<file path="config.mk">
export PLATFORM = sky130hd
export DESIGN_NAME = fifo_flags
export DESIGN_NICKNAME = d
export VERILOG_FILES = /design/src/rtl/fifo_flags_pkg.sv /design/src/rtl/fifo_flags_ram.sv /design/src/rtl/fifo_flags.sv
export SDC_FILE = /design/constraint.sdc
export NUM_CORES = 1
export LEC_CHECK = 0
export BUFFER_PORTS_ARGS = -buffer_cell sky130_fd_sc_hd__buf_4
export CORE_MARGIN = 8
export CORE_UTILIZATION = 30
export DETAILED_ROUTE_END_ITERATION = 10
export HOLD_SLACK_MARGIN = 0.1
export PLACE_DENSITY = 0.56
export RECOVER_POWER = 100
export SLEW_MARGIN = 20
export SYNTH_ARGS = -nofsm -noshare
export SYNTH_HDL_FRONTEND = slang
export SYNTH_SLANG_ARGS = --single-unit
</file>
<file path="constraint.sdc">
create_clock -name clk -period 3.1 [get_ports clk]
set_input_delay 0.31 -clock clk [delete_from_list [all_inputs] [get_ports clk]]
set_output_delay 0.31 -clock clk [all_outputs]
set_load 0.02 [all_outputs]
</file>
<file path="src/rtl/fifo_flags_pkg.sv">
`default_nettype none
// ============================================================================
//  Module  : fifo_flags_pkg
//  Purpose : Shared constants, status type and level helper for the flagged
//            synchronous FIFO and its storage array.
//  Rev     : 1.0  initial release
// ============================================================================
package fifo_flags_pkg;

    // Deepest FIFO the block is intended for (1 << 10 entries).
    localparam int FIFO_MAX_LOGSIZE  = 10;

    // Default geometry and flag thresholds.
    localparam int FIFO_DEF_LOGSIZE  = 4;
    localparam int FIFO_DEF_WIDTH    = 8;
    localparam int FIFO_DEF_AF_LEVEL = 12;
    localparam int FIFO_DEF_AE_LEVEL = 2;

    // Occupancy flags, all derived from the registered pointers.
    typedef struct packed {
        logic full;
        logic empty;
        logic almost_full;
        logic almost_empty;
    } fifo_status_t;

    // Keeps a threshold inside its legal window so that a mis-set parameter
    // still yields a flag that can both assert and deassert.
    function automatic int clamp_level(input int lvl, input int lo, input int hi);
        if (lvl < lo) begin
            return lo;
        end
        if (lvl > hi) begin
            return hi;
        end
        return lvl;
    endfunction

endpackage : fifo_flags_pkg
`default_nettype wire

</file>
<file path="src/rtl/fifo_flags_ram.sv">
`default_nettype none
// ============================================================================
//  Module  : fifo_flags_ram
//  Purpose : Simple dual-port storage for the FIFO: one synchronous write
//            port and one asynchronous read port. Contents are never reset.
//  Rev     : 1.0  initial release
// ============================================================================
module fifo_flags_ram
    import fifo_flags_pkg::*;
#(
    parameter int LOGSIZE = FIFO_DEF_LOGSIZE,
    parameter int WIDTH   = FIFO_DEF_WIDTH
) (
    input  logic               clk,
    input  logic               we_i,
    input  logic [LOGSIZE-1:0] waddr_i,
    input  logic [WIDTH-1:0]   wdata_i,
    input  logic [LOGSIZE-1:0] raddr_i,
    output logic [WIDTH-1:0]   rdata_o
);

    localparam int SIZE = 1 << LOGSIZE;

    logic [WIDTH-1:0] mem_q [SIZE];

    // Write port: capture data on an accepted write.
    always_ff @(posedge clk) begin
        if (we_i) begin
            mem_q[waddr_i] <= wdata_i;
        end
    end

    // Read port is combinational so show-ahead mode sees the head directly.
    assign rdata_o = mem_q[raddr_i];

endmodule : fifo_flags_ram
`default_nettype wire

</file>
<file path="src/rtl/fifo_flags.sv">
`default_nettype none
// ============================================================================
//  Module  : fifo_flags
//  Purpose : Single-clock FIFO using all 2**LOGSIZE entries (extra pointer
//            bit), with occupancy count, programmable almost-full/empty
//            flags, show-ahead or registered read, and sticky over/underflow.
//  Rev     : 1.0  initial release
// ============================================================================
module fifo_flags
    import fifo_flags_pkg::*;
#(
    parameter int LOGSIZE   = FIFO_DEF_LOGSIZE,
    parameter int WIDTH     = FIFO_DEF_WIDTH,
    parameter int AF_LEVEL  = FIFO_DEF_AF_LEVEL,
    parameter int AE_LEVEL  = FIFO_DEF_AE_LEVEL,
    parameter int SHOWAHEAD = 1
) (
    input  logic             clk,
    input  logic             reset,
    input  logic             wr_i,
    input  logic [WIDTH-1:0] din_i,
    input  logic             rd_i,
    output logic [WIDTH-1:0] dout_o,
    output logic             dout_valid_o,
    output logic             full_o,
    output logic             empty_o,
    output logic             almost_full_o,
    output logic             almost_empty_o,
    output logic [LOGSIZE:0] count_o,
    input  logic             clr_err_i,
    output logic             overflow_o,
    output logic             underflow_o
);

    localparam int SIZE = 1 << LOGSIZE;
    localparam int PW   = LOGSIZE + 1;

    // Thresholds held at pointer width so the level compares are exact.
    localparam logic [LOGSIZE:0] c_af_level = PW'(clamp_level(AF_LEVEL, 1, SIZE));
    localparam logic [LOGSIZE:0] c_ae_level = PW'(clamp_level(AE_LEVEL, 0, SIZE - 1));

    // Pointers carry one extra bit so full and empty are distinguishable
    // without giving up a storage slot.
    logic [LOGSIZE:0] wptr_q, wptr_d;
    logic [LOGSIZE:0] rptr_q, rptr_d;
    logic             overflow_q, overflow_d;
    logic             underflow_q, underflow_d;

    logic [LOGSIZE:0] w_count;
    fifo_status_t     w_status;
    logic             w_rd_accept;
    logic             w_wr_accept;
    logic [WIDTH-1:0] w_rdata;

    // Occupancy and flags come straight from the registered pointers, so
    // they change only in the cycle after the edge that moved a pointer.
    always_comb begin
        w_count               = wptr_q - rptr_q;
        w_status              = '0;
        w_status.empty        = (wptr_q == rptr_q);
        w_status.full         = (wptr_q[LOGSIZE-1:0] == rptr_q[LOGSIZE-1:0]) &&
                                (wptr_q[LOGSIZE] != rptr_q[LOGSIZE]);
        w_status.almost_full  = (w_count >= c_af_level);
        w_status.almost_empty = (w_count <= c_ae_level);
    end

    // Accept decisions: a write into a full FIFO still goes through when the
    // same cycle pops the head, since the freed slot is the one written.
    always_comb begin
        w_rd_accept = rd_i && !w_status.empty;
        w_wr_accept = wr_i && (!w_status.full || w_rd_accept);
    end

    // Next-state for pointers and sticky errors; a new error event wins
    // over a clear arriving in the same cycle.
    always_comb begin
        wptr_d      = wptr_q + PW'(w_wr_accept);
        rptr_d      = rptr_q + PW'(w_rd_accept);
        overflow_d  = (wr_i && !w_wr_accept) || (overflow_q && !clr_err_i);
        underflow_d = (rd_i && !w_rd_accept) || (underflow_q && !clr_err_i);
    end

    // State register; reset overrides any request in the same cycle.
    always_ff @(posedge clk) begin
        if (reset) begin
            wptr_q      <= '0;
            rptr_q      <= '0;
            overflow_q  <= 1'b0;
            underflow_q <= 1'b0;
        end else begin
            wptr_q      <= wptr_d;
            rptr_q      <= rptr_d;
            overflow_q  <= overflow_d;
            underflow_q <= underflow_d;
        end
    end

    fifo_flags_ram #(
        .LOGSIZE (LOGSIZE),
        .WIDTH   (WIDTH)
    ) u_ram (
        .clk     (clk),
        .we_i    (w_wr_accept),
        .waddr_i (wptr_q[LOGSIZE-1:0]),
        .wdata_i (din_i),
        .raddr_i (rptr_q[LOGSIZE-1:0]),
        .rdata_o (w_rdata)
    );

    generate
        if (SHOWAHEAD != 0) begin : g_showahead
            // Head entry is always presented; it is valid whenever stored.
            assign dout_o       = w_rdata;
            assign dout_valid_o = !w_status.empty;
        end else begin : g_registered
            logic [WIDTH-1:0] dout_q, dout_d;
            logic             dv_q, dv_d;

            // Load the head on an accepted read, otherwise hold the last word.
            always_comb begin
                dout_d = dout_q;
                dv_d   = w_rd_accept;
                if (w_rd_accept) begin
                    dout_d = w_rdata;
                end
            end

            // Output register giving one-cycle read latency.
            always_ff @(posedge clk) begin
                if (reset) begin
                    dout_q <= '0;
                    dv_q   <= 1'b0;
                end else begin
                    dout_q <= dout_d;
                    dv_q   <= dv_d;
                end
            end

            assign dout_o       = dout_q;
            assign dout_valid_o = dv_q;
        end
    endgenerate

    assign full_o         = w_status.full;
    assign empty_o        = w_status.empty;
    assign almost_full_o  = w_status.almost_full;
    assign almost_empty_o = w_status.almost_empty;
    assign count_o        = w_count;
    assign overflow_o     = overflow_q;
    assign underflow_o    = underflow_q;

endmodule : fifo_flags
`default_nettype wire

</file>
==> metrics.txt, run 1 <==
antenna violations before repair 0; fill cell count 1771; setup_tns 0 ps; global-route wire length before repair around 18 mm; DRC Markers 0; clock skew 10.3 ps; cell with the most instances after synthesis edfxtp_1; Post-CTS Setup Inserts 0; core area 18700 um^2; Total Wirelength 11.5 mm; Leak Pwr 0.00213 uW; Clk Latency, worst-skew pair 410 ps; Worst EP arrival 2420 ps; final hold violations 0; synthesized cell area 5710 um^2; layout cells sized above 1 between 10% and 20%; Yosys warning total 0; CP startpoint kind flip-flop; die boundary width about 150 um; Synth top area share 67.3%; H-tree lvl count 4; DRT iter0 DRCs 210; all-layer global routing usage around 10%; Worst setup EP type output pin; Post-DRT Antenna Nets 0; total number of vias 2937; Total Nets Final 377; status complete, no violations; min cycle time layout 2730 ps; PwrDens 713 nW/um^2; max_cap viols 0; clk slew on worst S/H paths 60 ps; GPL Wtd Cong 0.782; Crit path required time 2790 ps; drt wl/cell 19.1 um; clock root buffer clkbuf_16; commonest cells in the netlist edfxtp_1 (128), mux4_2 (24), nor2_1 (20); Slew @ Worst Pin 827 ps; crit-path max FO 8; Synth area leader edfxtp_1; CTS buffer count 17; sequential-to-total area share from yosys stat between 70% and 80%; Slew Viols, Final 0; I/O pin cnt 33; fmax between 0.3 and 0.4 GHz; Area contributors post-synth edfxtp_1 (67%), mux4_2 (9.5%), dfxtp_1 (4.2%); Die H 154 um; Detailed Place HPWL 7.75 mm; vias in the first global route 3217; num rows 50; Post-synth top flop edfxtp_1; Mapped Cells between 300 and 400; vias per cell 4.89; maximum VDD drop 0.000405 V; Async S/R FF share, synth 0%; CTS Sinks 140; Starting Density 30.5%; ant diodes 0; number of synthesized flops with an enable pin 128; worst hold slack between 150 and 200 ps; Hold Crit Class in2reg; synth unique cells 36; CTS tree done; Clock Tree Buf Depth 2; syn nets between 300 and 400; CP Class reg2out; drt first pass iters 4; FF+latch count, synth 140; hold buffers post-CTS 0; RSZ-0062 raised after global routing false; largest net degree at the start of global routing 35; PortBufs 32; synth-to-layout area growth 17.1%; Die ar. 23700 um^2; post_cts resized 0; fin crit share 88.0%; Max transition margin 44.2%; syn_area_per_cell 18.7 um^2; final setup vio count 0; remaining global-route overflow 0
[placed cells by master (no fill, tap or decap), drive strengths merged, types with 2 or more instances in the layout]
cell	instances
xnor2	5
mux4	32
nor2b	8
nor3	7
bufinv	3
ha	8
nor2	20
o311ai	3
clkinvlp	5
xor2	4
clkbuf	53
buf	10
inv	9
nand3	6
dfxtp	12
nand2	11
clkinv	4
a21oi	5
a22oi	16
edfxtp	128
a21boi	2
nand2b	3
and2	2
[critical path: stages (launching register included)]
cell and delay [ps]:
dfxtp_1 370, inv_1 110, ha_1 180, inv_1 60, fa_1 400, xnor2_1 270
a21boi_0 200, o221a_2 200, clkbuf_1 230
[where the power goes]
group | switching, uW | leakage, uW | total, uW | internal, uW
registers | 14.2 | 0.00125 | 2110 | 2090
clock network | 726 | 0.000266 | 1980 | 1250
logic | 398 | 0.000609 | 687 | 288
total | 1140 | 0.00213 | 4770 | 3630
[sequential cells by signal (all words and copies together) (netlist names)]
signal and flops:
u_ram.mem_q 128, rptr_q 5, wptr_q 5, overflow_o 1
underflow_o 1
[cell type report]
type                       instances  area [um^2]  share of cell area, %
timing repair buffer              44          218                   3.25
sequential                       140         4080                   61.1
multi-input combinational        143         1480                   22.1
clock buffer                      19          433                   6.47
tap                              234          293                   4.38
inverter                           9         33.8                  0.505
clock inverter                    12          149                   2.23
[metal layers]
| layer | GRT usage [%] | part of all wire (%) | vias to the layer above |
|---|---|---|---|
| met4 | 3.22 | 1.2 | 0 |
| met5 | 0 | 0 | - |
| met1 | 12.3 | 44 | 1523 |
| met2 | 16.7 | 49 | 68 |
| li1 | - | - | 1334 |
| met3 | 4.06 | 5.4 | 12 |
[path summary, 6_finish.rpt]
check	slack [ps]	depth (start not counted)	endpoint	start
hold / removal	170	2	rptr_q[3]$_SDFF_PP0_	reset
setup reg to reg	420	5	u_ram.mem_q[9][1]$_DFFE_PP_	rptr_q[2]$_SDFF_PP0_
hold reg to reg	490	2	underflow_o$_SDFF_PP0_	underflow_o$_SDFF_PP0_
setup / recovery	370	8	almost_empty_o	wptr_q[0]$_SDFF_PP0_
[per-stage QoR]
step           area (um^2)  setup WS, ps  std cells  util [%]  power, uW
2_1_floorplan         5710           292        306         -       2660
3_3_place_gp          6240           746        570      33.4       2910
3_5_place_dp          6240           643        570      33.4       2920
4_1_cts               6820           450        601      36.5       4900
5_1_grt               6690           148        601      35.8       4960
6_report              6690           372        601      35.8       4770
[cells by family after synthesis]
group | after synthesis | share of synthesized area (%)
muxes | 32 | 13.1
and+or+nand+nor | 65 | 5.65
AOI/OAI and AO/OA | 28 | 3.61
DFF | 140 | 71.5
adders and majority gates | 9 | 2.10
buffers and inverters | 23 | 2.61
xor gates and xnor gates | 9 | 1.38
(Power assumes the default switching activity.)
==> run 2: changes to the inputs <==
--- a/config.mk
+++ b/config.mk
@@ -10,6 +10,7 @@
 export CORE_UTILIZATION = 30
 export DETAILED_ROUTE_END_ITERATION = 10
 export HOLD_SLACK_MARGIN = 0.1
+export MAX_ROUTING_LAYER = met4
 export PLACE_DENSITY = 0.56
 export RECOVER_POWER = 100
 export SLEW_MARGIN = 20
==> constraint.sdc (replaced) <==
create_clock -name clk -period 2.8 [get_ports clk]
set_input_delay 0.28 -clock clk [delete_from_list [all_inputs] [get_ports clk]]
set_output_delay 0.28 -clock clk [all_outputs]
set_load 0.02 [all_outputs]
==> run 2 against run 1 <==
  * Utilization is 0.23 points higher
  * First-iteration DRC count fell by 6.7%
  * Global-route usage increased by 0.59 points
  * Routed wire length is 3.9% higher
  * Sequential cell count did not move
  * Critical path depth down 3
  * Die area did not move
  * Sequential power is 10% higher
  * Highest routed layer unchanged
==> metrics.txt, run 2 (same netlist as run 1, synthesis figures left out) <==
global-route wire length before repair 18.6 mm (was 18.3 mm); RSZ-0062 raised after global routing false (unchanged); most frequent cells in the layout edfxtp_1 (128), mux4_2 (24), clkbuf_1 (22), nor2_1 (20), clkbuf_16 (17) (was edfxtp_1 (128), clkbuf_1 (34), mux4_2 (24), nor2_1 (20), clkbuf_16 (17)); clock root buffer clkbuf_16 (unchanged); final setup vio count 0 (unchanged); Largest regs u_ram.mem_q (128), rptr_q (5), wptr_q (5) (unchanged); vias per cell 4.88 (was 4.89); CP top delay family multiplexers (was adder cells); PwrDens 788 nW/um^2 (was 713 nW/um^2); CP Class reg2out (unchanged); cells along the critical path buf_12, mux4_1, a22oi_1, nand2_1, clkbuf_2 (was inv_1, ha_1, inv_1, fa_1, xnor2_1, a21boi_0, o221a_2, clkbuf_1); max reg flops 128 (unchanged); drt wl/cell 19.8 um (was 19.1 um); Slew @ Worst Pin 809 ps (was 827 ps); Crit path required time 2520 ps (was 2790 ps); Leak Pwr 0.00219 uW (was 0.00213 uW); synth-to-layout area growth 17.9% (was 17.1%); CP startpoint kind flip-flop (unchanged); I/O pin cnt 33 (unchanged); slowest stage cell, crit path mux4_1 (was fa_1); final setup margin 172 ps (was 372 ps); DRT iter0 DRCs 196 (was 210); Internal 4040 uW (was 3630 uW); remaining global-route overflow 0 (unchanged); Hold Crit Class in2reg (unchanged); GR Util met2 16.8% (was 16.7%); Clock Tree Buf Depth 2 (unchanged); clk slew on worst S/H paths 50 ps (was 60 ps); PortBufs 32 (unchanged); core area 18700 um^2 (unchanged); clock power share 41.2% (was 41.5%); CTS tree done (unchanged); vias in the first global route 3183 (was 3217); setup_tns 0 ps (unchanged); ant diodes 0 (unchanged); fmax approximately 0.38 GHz; sequential power share 44.0% (was 44.2%); maximum VDD drop 0.000450 V (was 0.000405 V); slowest stage delay, CP 640 ps (was 400 ps); most common cell after layout, fill and taps aside edfxtp_1 (unchanged); clock skew 5.56 ps (was 10.3 ps); min cycle time layout around 2600 ps; fin crit share 93.9%; Comb pwr share 14.9% (was 14.4%); Clk Latency, worst-skew pair 420 ps (was 410 ps); Max transition margin 45.9% (was 44.2%); Top reg by flops u_ram.mem_q (unchanged); crit-path max FO 33 (was 8); Die ar. 23700 um^2 (unchanged); pre-CTS WS 331 ps (was 643 ps); Slew Viols, Final 0 (unchanged); die boundary width 154 um (unchanged); H-tree lvl count 4 (unchanged); antenna violations before repair 0 (unchanged); fill cell count 1726 (was 1771); gr busiest metal met2 (unchanged); Post-DRT Antenna Nets 0 (unchanged); Starting Density 30.5% (unchanged); Die H 154 um (unchanged); Detailed Place HPWL 7.85 mm (was 7.75 mm); max_cap viols 0 (unchanged); CP bufs+invs 2 (was 3); CTS buffer count 17 (unchanged); final hold violations 0 (unchanged); status complete, no violations (unchanged); GPL Wtd Cong 0.828 (was 0.782); all-layer global routing usage 10.9% (was 10.3%); CTS Sinks 140 (unchanged); Total Nets Final 378 (was 377); largest net degree at the start of global routing 35 (unchanged); total number of vias 2940 (was 2937); GR Util met3 2.91% (was 4.06%); Total Wirelength 12.0 mm (was 11.5 mm); layout cells sized above 1 21.7% (was 17.4%); Worst setup EP type output pin (unchanged); met1 GRT Util 13.1% (was 12.3%); Psw 1260 uW (was 1140 uW); Worst EP arrival 2350 ps (was 2420 ps); Sw Share 23.8% (was 23.9%); num rows 50 (unchanged); drt first pass iters 4 (unchanged); DRC Markers 0 (unchanged)
-- run 2: cell count changes in the layout (fill, tap and decap cells not counted), moves of 2 or more --
cell,before,now
clkbuf_1,34,22
clkbuf_2,2,12
buf_4,9,12
clkinv_2,1,4
clkinvlp_4,5,2
o311ai_0,2,0
o311ai_1,1,3
-- run 2: power by group through the flow --
stage	Combinational [uW]	Clock (uW)	Sequential, uW
floorplan	571	0	2380
global placement	851	0	2380
detailed placement	860	0	2380
CTS	863	2230	2330
global route	862	2310	2340
finish	788	2180	2330
-- run 2: worst paths after layout --
path                               from                     endpoint  slack, ps  cells after the start
setup / recovery   rptr_q[0]$_SDFF_PP0_                    dout_o[7]        170                      5
hold / removal                    reset         rptr_q[3]$_SDFF_PP0_        130                      2
setup reg to reg   rptr_q[2]$_SDFF_PP0_  u_ram.mem_q[5][3]$_DFFE_PP_        320                      5
hold reg to reg   overflow_o$_SDFF_PP0_        overflow_o$_SDFF_PP0_        480                      2
-- run 2: metrics by stage --
stage,instances,instance area [um^2],total power (uW),hold slack (ps),util (%)
finish,603,6730,5310,135,36.0
global route,603,6730,5510,127,36.0
CTS,603,6830,5430,120,36.5
detailed placement,571,6250,3240,470,33.4
global placement,571,6250,3230,467,33.4
floorplan,306,5720,2950,352,-
-- run 2: final cells by class --
type	instances	area, um^2	share of cell area, %
Sequential cell	140	4080	60.7
Clock inverter	13	150	2.23
Timing Repair Buffer	45	245	3.64
Clock buffer	19	433	6.43
Tap cell	234	293	4.35
Multi-Input combinational cell	143	1490	22.2
Inverter	9	33.8	0.502
-- run 2: repair_timing --
action	4_1_cts	5_1_grt
resized for setup	0	1
endpoints found under the setup margin	0	1
buffers inserted	0	0
hold buffers	0	0
-- run 2: layer usage --
| layer | routed length [um] | part of all wire, % |
|---|---|---|
| met5 | 0 | 0 |
| met4 | 191 | 1.6 |
| met3 | 593 | 5.0 |
| met2 | 5790 | 48 |
| met1 | 5380 | 45 |
==> run 3: changes to the inputs <==
--- a/config.mk
+++ b/config.mk
@@ -12,7 +12,7 @@
 export HOLD_SLACK_MARGIN = 0.1
 export MAX_ROUTING_LAYER = met4
 export PLACE_DENSITY = 0.56
-export RECOVER_POWER = 100
+export RECOVER_POWER = 25
 export SLEW_MARGIN = 20
 export SYNTH_ARGS = -nofsm -noshare
 export SYNTH_HDL_FRONTEND = slang
==> run 3 against run 2 <==
  * Via count is 0.78% lower
  * Final cell count unchanged
  * First-iteration DRC count down 11%
  * Routed wire length grew 0.14%
  * Sequential power barely moved
==> metrics.txt, run 3 (same netlist as run 1, synthesis figures left out) <==
CTS Sinks 140 (unchanged); Hold Crit Class in2reg (unchanged); CP Class reg2out (unchanged); worst reg2reg path endpoint rptr_q[4]$_SDFF_PP0_ (was u_ram.mem_q[5][3]$_DFFE_PP_); antenna violations before repair 0 (unchanged); hold depth 2 (unchanged); total number of vias 2917 (was 2940); vias per cell 4.84 (was 4.88); RSZ-0062 raised after global routing false (unchanged); Total Wirelength 12.0 mm (about the same); hold endpoint rptr_q[0]$_SDFF_PP0_ (was rptr_q[3]$_SDFF_PP0_); synth-to-layout area growth 19.2% (was 17.9%); drt wl/cell 19.9 um (was 19.8 um); Die H 154 um (unchanged); Top reg by flops u_ram.mem_q (unchanged); PortBufs 32 (unchanged); fin crit share 92.0% (was 93.9%); status complete, no violations (unchanged); ant diodes 0 (unchanged); Placed Instances 571 (unchanged); largest net degree at the start of global routing 35 (unchanged); min cycle time layout 2580 ps (was 2630 ps); register-to-register setup slack 320 ps (about the same); fin cells 603 (unchanged); PwrDens 787 nW/um^2 (was 788 nW/um^2); most common cell after layout, fill and taps aside edfxtp_1 (unchanged); Slew @ Worst Pin 821 ps (was 809 ps); remaining global-route overflow 0 (unchanged); Max transition margin 45.0% (was 45.9%); all-layer global routing usage 10.9% (unchanged); Clk Latency, worst-skew pair 420 ps (about the same); CTS tree done (unchanged); Hold Startpoint reset (unchanged); clock root buffer clkbuf_16 (unchanged); Crit path required time 2520 ps (about the same); max reg flops 128 (unchanged); H-tree lvl count 4 (unchanged); die boundary width 154 um (unchanged); Slew Viols, Final 0 (unchanged); num rows 50 (unchanged); maximum VDD drop 0.000438 V (was 0.000450 V); I/O pin cnt 33 (unchanged); vias in the first global route 3183 (unchanged); Clock Tree Buf Depth 2 (unchanged); Leak Pwr 0.00225 uW (was 0.00219 uW); setup_tns 0 ps (unchanged); Starting Density 30.5% (unchanged); R2R depth 10 (was 5); Total Nets Final 378 (unchanged); drt first pass iters 5 (was 4); max_cap viols 0 (unchanged); final setup vio count 0 (unchanged); Detailed Place HPWL 7.85 mm (unchanged); clock skew 5.69 ps (was 5.56 ps); most frequent cells in the layout edfxtp_1 (128), buf_4 (36), mux4_2 (24), nor2_1 (20), clkbuf_16 (17) (was edfxtp_1 (128), mux4_2 (24), clkbuf_1 (22), nor2_1 (20), clkbuf_16 (17)); Post-CTS Setup Inserts 0 (unchanged); Die ar. 23700 um^2 (unchanged); Worst EP arrival 2300 ps (was 2350 ps); post_cts resized 0 (unchanged); GPL Wtd Cong 0.828 (unchanged); clk slew on worst S/H paths 60 ps (was 50 ps); layout cells sized above 1 25.2% (was 21.7%); hold buffers post-CTS 0 (unchanged); CP startpoint kind flip-flop (unchanged); CTS buffer count 17 (unchanged); Post-DRT Antenna Nets 0 (unchanged); global-route wire length before repair 18.6 mm (unchanged); design area 6810 um^2 (was 6730 um^2); DRT iter0 DRCs 175 (was 196); crit-path max FO 8 (was 33); DRC Markers 0 (unchanged); worst hold slack 134 ps (was 135 ps); Crit Reg-Reg Startpoint rptr_q[2]$_SDFF_PP0_ (unchanged); core area 18700 um^2 (unchanged); Largest regs u_ram.mem_q (128), rptr_q (5), wptr_q (5) (unchanged); final hold violations 0 (unchanged); Worst setup EP type output pin (unchanged); Cell Area, Placed 6250 um^2 (unchanged); fmax 0.388 GHz (was 0.380 GHz)
==> run 3: cell count changes in the layout (fill, tap and decap cells not counted) <==
cell / previous run / this run
dfxtp_1: 12 / 11
dfxtp_2: 0 / 1
buf_4: 12 / 36
clkbuf_1: 22 / 10
clkbuf_2: 12 / 0
==> run 3: worst max path at each step <==
stage	startpoint	to	slack [ps]	cells past startpoint
floorplan	rptr_q[1]$_SDFF_PP0_	wptr_q[4]$_SDFF_PP0_	110	12
global placement	rptr_q[2]$_SDFF_PP0_	u_ram.mem_q[5][3]$_DFFE_PP_	440	5
detailed placement	rptr_q[2]$_SDFF_PP0_	u_ram.mem_q[2][2]$_DFFE_PP_	330	5
CTS	rptr_q[0]$_SDFF_PP0_	dout_o[7]	140	5
global route	wptr_q[0]$_SDFF_PP0_	almost_empty_o	30	8
finish	wptr_q[0]$_SDFF_PP0_	almost_empty_o	220	8
==> run 3: through the flow <==
stage | power [uW] | setup slack, ps | utilization (%)
2_1_floorplan | 2950 | 107 | -
3_3_place_gp | 3230 | 442 | 33.4
3_5_place_dp | 3240 | 331 | 33.4
4_1_cts | 5430 | 145 | 36.5
5_1_grt | 5570 | 30.6 | 36.4
6_report | 5360 | 223 | 36.4
==> run 3: critical path, stage by stage, from the launching register on <==
cell      delay [ps]
dfxtp_1          390
inv_1            120
ha_1             180
inv_1             60
fa_1             420
xnor2_2          200
a21boi_0         190
o221a_2          200
buf_4            130
==> run 3: where the power goes <==
part	switching, uW	leakage, uW	internal [uW]	total (uW)
clock	800	0.000282	1390	2190
sequential	16.6	0.00125	2320	2330
combinational	450	0.000716	389	839
total	1270	0.00225	4090	5360
==> run 3: metal layers <==
metal	global-route usage, %	vias up	share of wire, %
met5	-	-	0
met4	4.85	0	1.6
met3	2.91	12	3.4
met2	16.8	67	48
met1	13.1	1503	47
li1	-	1335	-
==> run 3: layout make-up <==
class,count,area [um^2]
Clock inverter,13,150
Timing Repair Buffer,45,320
Tap cell,234,293
Fill cell,1707,11900
Clock buffer,19,433
Inverter,9,33.8
Sequential cell,140,4090
Multi-Input combinational cell,143,1490
